**config.mk**
```make
export PLATFORM = sky130hd
export DESIGN_NAME = mux4x1_rr_arbiter
export DESIGN_NICKNAME = d
export VERILOG_FILES = /design/src/rtl/mux4x1_rr_arbiter.sv
export SDC_FILE = /design/constraint.sdc
export NUM_CORES = 1
export LEC_CHECK = 0
export BUFFER_PORTS_ARGS = -buffer_cell sky130_fd_sc_hd__buf_4
export CAP_MARGIN = 15
export CORE_ASPECT_RATIO = 0.5
export CORE_MARGIN = 5
export CORE_UTILIZATION = 35
export DETAILED_ROUTE_END_ITERATION = 6
export SLEW_MARGIN = 20
export SYNTH_ARGS = -nofsm -noshare
export SYNTH_HDL_FRONTEND = slang
export SYNTH_SLANG_ARGS = --single-unit
```
**constraint.sdc**
```tcl
create_clock -name clk -period 6.3 [get_ports clk]
set_clock_uncertainty 0.1 [all_clocks]
set_input_delay 0.63 -clock clk [delete_from_list [all_inputs] [get_ports clk]]
set_output_delay 0.63 -clock clk [all_outputs]
set_load 0.01 [all_outputs]
```
**src/rtl/mux4x1_rr_arbiter.sv**
```systemverilog
// -----------------------------------------------------------------------------
// mux4x1_rr_arbiter
//
// Round-robin arbiter in front of a shared 4:1 one-bit mux. Four sources raise
// request lines; one owner at a time is granted the mux. The grant is held
// while the owner keeps requesting. When other sources are waiting, the hold
// is capped at MAX_HOLD consecutive cycles. After that the next source in
// rotation order takes over.
//
// Parameters:
//   MAX_HOLD  maximum consecutive granted cycles for one owner while another
//             source is pending (1..15; hold_cnt is 4 bits wide)
//
// Ports:
//   clk    in   1  rising-edge clock
//   rst_n  in   1  asynchronous active-low reset
//   req    in   4  request per source, req[k] belongs to data input ik
//   i0..i3 in   1  data from sources 0..3
//   gnt    out  4  registered one-hot grant, all-zero when idle
//   s1     out  1  mux select MSB (owner[1])
//   s2     out  1  mux select LSB (owner[0])
//   valid  out  1  high while a grant is active (== |gnt)
//   out    out  1  i[owner] while valid, else 0
//
// Handshake: a source holds req[k] high for as long as it wants the mux. It
// owns the mux in every cycle where gnt[k] is high. Dropping req[k] releases
// the grant at the next edge. There is no separate acknowledge.
// -----------------------------------------------------------------------------
module mux4x1_rr_arbiter #(
    parameter int MAX_HOLD = 4
) (
    input  logic       clk,
    input  logic       rst_n,
    input  logic [3:0] req,
    input  logic       i0,
    input  logic       i1,
    input  logic       i2,
    input  logic       i3,
    output logic [3:0] gnt,
    output logic       s1,
    output logic       s2,
    output logic       valid,
    output logic       out
);

    // Last hold cycle before the cap can fire.
    localparam logic [3:0] HOLD_LAST = 4'(MAX_HOLD - 1);

    typedef enum logic {
        IDLE  = 1'b0,
        GRANT = 1'b1
    } state_t;

    state_t     state;
    logic [1:0] owner;
    logic [1:0] last;
    logic [3:0] hold_cnt;

    // Combinational helpers for the state update.
    logic [3:0] owner_oh;
    logic [3:0] others;
    logic [1:0] pick_any;
    logic [1:0] pick_other;
    logic       owner_req;
    logic       others_pending;
    logic       mux_bit;

    // Returns the first set bit of mask, searching from from+1 upward and
    // wrapping mod 4. The last position examined is from itself. When mask
    // is empty the result is from. Callers only use the result when mask
    // is non-zero.
    function automatic logic [1:0] rr_pick(input logic [3:0] mask,
                                           input logic [1:0] from);
        logic [1:0] idx;
        logic [1:0] pick;
        logic       found;
        pick  = from;
        found = 1'b0;
        for (int k = 1; k <= 4; k++) begin
            idx = from + 2'(k);
            if (!found && mask[idx]) begin
                pick  = idx;
                found = 1'b1;
            end
        end
        return pick;
    endfunction

    function automatic logic [3:0] onehot(input logic [1:0] idx);
        return 4'b0001 << idx;
    endfunction

    always_comb begin
        owner_oh       = onehot(owner);
        others         = req & ~owner_oh;
        owner_req      = |(req & owner_oh);
        others_pending = |others;
        pick_any       = rr_pick(req, last);
        pick_other     = rr_pick(others, last);
    end

    // Single state machine. All outputs except out/valid are registered here.
    always_ff @(posedge clk or negedge rst_n) begin
        if (!rst_n) begin
            state    <= IDLE;
            owner    <= 2'd0;
            last     <= 2'd3;       // source 0 is searched first after reset
            hold_cnt <= 4'd0;
            gnt      <= 4'b0000;
        end else begin
            case (state)
                IDLE: begin
                    if (|req) begin
                        state    <= GRANT;
                        owner    <= pick_any;
                        last     <= pick_any;
                        gnt      <= onehot(pick_any);
                        hold_cnt <= 4'd0;
                    end
                end

                GRANT: begin
                    if (!owner_req) begin
                        // Owner released. Hand over directly if someone else
                        // is waiting, so no idle bubble is inserted.
                        if (others_pending) begin
                            owner    <= pick_any;
                            last     <= pick_any;
                            gnt      <= onehot(pick_any);
                            hold_cnt <= 4'd0;
                        end else begin
                            // owner is kept, so s1/s2 hold their last values.
                            state    <= IDLE;
                            gnt      <= 4'b0000;
                            hold_cnt <= 4'd0;
                        end
                    end else if (hold_cnt == HOLD_LAST && others_pending) begin
                        // Cap reached with contention: force rotation away
                        // from the current owner.
                        owner    <= pick_other;
                        last     <= pick_other;
                        gnt      <= onehot(pick_other);
                        hold_cnt <= 4'd0;
                    end else begin
                        // Keep the owner. The counter saturates, so a sole
                        // requester holds indefinitely. The cap then fires
                        // on the first edge where a competitor appears.
                        if (hold_cnt != HOLD_LAST) begin
                            hold_cnt <= hold_cnt + 4'd1;
                        end
                    end
                end

                default: begin
                    state <= IDLE;
                    gnt   <= 4'b0000;
                end
            endcase
        end
    end

    assign s1    = owner[1];
    assign s2    = owner[0];
    assign valid = |gnt;

    // Shared datapath: a 4:1 mux steered by the registered selects.
    always_comb begin
        case ({s1, s2})
            2'b00:   mux_bit = i0;
            2'b01:   mux_bit = i1;
            2'b10:   mux_bit = i2;
            default: mux_bit = i3;
        endcase
    end

    assign out = valid ? mux_bit : 1'b0;

endmodule
```
==> results_dict.tcl <==
set metrics [dict create \
    status "finished, final reports clean" \
    synthFlopType "dfrtp_1" \
    ant_nets 0 \
    critPathLaunchType "flip-flop" \
    clockPowerShare_pct 12.5 \
    avgSynthCellArea_um2 9.585 \
    syn2layout_area_growth_pct 18.97 \
    gp_congestion 0.7787 \
    async_flop_share_pct 100.0 \
    p_int_w 0.0003522 \
    placed_area_um2 1164 \
    io_pins 18 \
    p_leak_nw 0.5387 \
    grtUsageTotal_pct 12.77 \
    pwr-share-comb_pct 58.9 \
    die_w_um 86.20 \
    max_freq_mhz 414.6 \
    cts_buffers 3 \
    viasPerCell 5.469 \
    path_buf_inv 1 \
    syn-num-nets 117 \
    grt_max_degree 14 \
    grt_pass1_vias 776 \
    hold_viol_final 0 \
    synth_seq_area_share_pct 32.27 \
    first_pass_iters 4 \
    gr-total-overflow 0 \
    cts_hold_buffers 0 \
    core_area_um2 2684 \
    drtIter0Drc 56 \
    ir_drop_mv 0.1865 \
    cts_setup_buffers 0 \
    dp_hpwl_um 1780 \
    final.fill_count 263 \
    critPathKind "reg -> out" \
    synth-edff-count 0 \
    syn_inst 106 \
    worstMarginPinSlew_ns 0.7148 \
    rsz0062_at_grt "false" \
    cpMaxStageDelayCell "dfrtp_1" \
    drive_above_1_share_pct 29.27 \
    final_area_um2 1209 \
    clockBufferDepth 2 \
    io_buffers 17 \
    yosysUniqueCellTypes 47 \
    cap_violations 0 \
    min_period_ns 2.412 \
    slew_viol_final 0 \
    totalNegativeSetupSlack_ns 0 \
    finalNetCount 135 \
    cp.arrival_ns 1.68 \
    antenna_found_initial 0 \
    power_w 0.0005992 \
    seqCellArea_um2 327.8 \
    dieArea_um2 4146 \
    power_density_nw_per_um2 495.8 \
    cts_root_buf "clkbuf_8" \
    initial_core_util_pct 37.86 \
    setup_viol 0 \
    vias 875 \
    slowest_delay_ns 0.59 \
    cts_tree "built" \
    multiInputGateArea_um2 646.9 \
    endpoint_kind "output port" \
    num_rows 13 \
    die_y_um 48.10 \
    grt_pass1_wl_um 3898 \
    clkTransAtPathRegs_ns 0.06 \
    slew_headroom_pct 52.35 \
    path_max_fanout 12 \
    cts_sinks 13 \
    htree_levels 1 \
    finalCritPeriodShare_pct 38.28 \
    syn_area_um2 1016 \
    required_ns 5.57 \
    synth_warnings 0 \
    switching_share_pct 41.22 \
    clk_latency_ns 0.24 \
    drc_errors 0 \
    p_sw_w 0.0002470 \
    post_cts_resized 0 \
    antenna_cells 0 \
    min_path_type "in -> async" \
    ys_ff_latch 13 \
    cp_top_family "flip-flops" \
    routed_wl_um 2362 \
    post_drt_wl_per_cell_um 14.76 \
    p_seq_share_pct 28.6 \
    worstPathCellList "mux4_2, and2_1, buf_4" \
]
==> flip-flops by register name, summed over array words and instances, names as in the netlist <==
register  cells
gnt           4
hold_cnt      4
last          2
owner         2
state         1
==> placed cells by master (no fill, tap or decap), types with 3 or more instances in the layout <==
cell,netlist,routed
buf_4,0,17
dfrtp_1,11,11
nand2_1,9,9
nor2_1,7,7
nand3_1,6,6
inv_1,4,4
a21o_1,4,4
mux2_4,4,4
mux2i_1,3,3
nand2b_1,3,3
o21ai_0,3,3
mux2_2,3,3
o211ai_1,3,3
clkbuf_8,0,3
==> power groups by stage <==
stage	Sequential (W)	Combinational [W]	Clock (W)
6_report	0.000171	0.000353	0.0000749
5_1_grt	0.000179	0.000390	0.0000815
4_1_cts	0.000170	0.000354	0.0000775
3_5_place_dp	0.000172	0.000351	0
3_3_place_gp	0.000172	0.000353	0
2_1_floorplan	0.000147	0.000284	0
==> cell families (layout without fill, tap and decap cells) <==
kind of cell    Yosys count  count (layout)  share of synthesized area [%]
compound gates           29              29                          22.54
fa+ha+maj                 1               1                          1.231
buf+inv                   8              25                          4.063
flops                    13              13                          32.27
mux                      12              12                          16.63
simple gates             43              43                          23.28
==> worst paths after layout <==
kind,endpoint,slack (ns),cells past startpoint,startpoint
worst max-delay path,out,3.89,3,owner[0]
worst min-delay path,state,0.12,1,rst_n
worst max register to register,gnt[0],3.94,5,owner[1]
worst min register to register,hold_cnt[1],0.39,2,hold_cnt[1]
max in group asynchronous,last[0],5.74,1,rst_n
min in group clk,hold_cnt[1],0.39,2,hold_cnt[1]
==> layout make-up <==
| type | instances | share of cell area, % |
|---|---|---|
| clock buffer | 4 | 3.727 |
| timing repair buffer | 17 | 10.56 |
| tap | 37 | 3.830 |
| inverter | 4 | 1.242 |
| sequential | 13 | 27.12 |
| multi-input combinational | 85 | 53.52 |
==> cells in the mapped netlist (all sizes together), types with 3 or more instances <==
cell type	number	area [µm²]
a21oi	3	26.28
nor2	8	32.54
buf	4	26.27
nand3	6	30.03
nand2b	3	18.77
and2	3	21.27
mux2	7	93.84
nand2	9	33.78
o211ai	3	22.52
mux2i	3	30.03
inv	4	15.01
o21ai	3	15.01
a21o	4	30.03
dfrtp	11	275.3
==> routing by layer <==
metal  up-vias  GRT usage [%]  part of all wire, %
li1        439              -                    -
met1       423          17.21                   54
met2         9          17.76                   43
met3         4          4.384                  2.1
met4         0          8.075                  1.2
met5         -              0                    0
==> per-stage QoR <==
step	setup WS, ns	utilization, %	hold slack (ns)	instances
finish	3.888	45.04	0.1233	160
global route	3.814	45.04	0.1309	160
CTS	3.879	45.04	0.1263	160
detailed placement	3.874	43.36	0.3879	156
global placement	3.858	43.36	0.3830	156
floorplan	3.967	-	0.2344	106
Power figures use the tool's default switching activity.
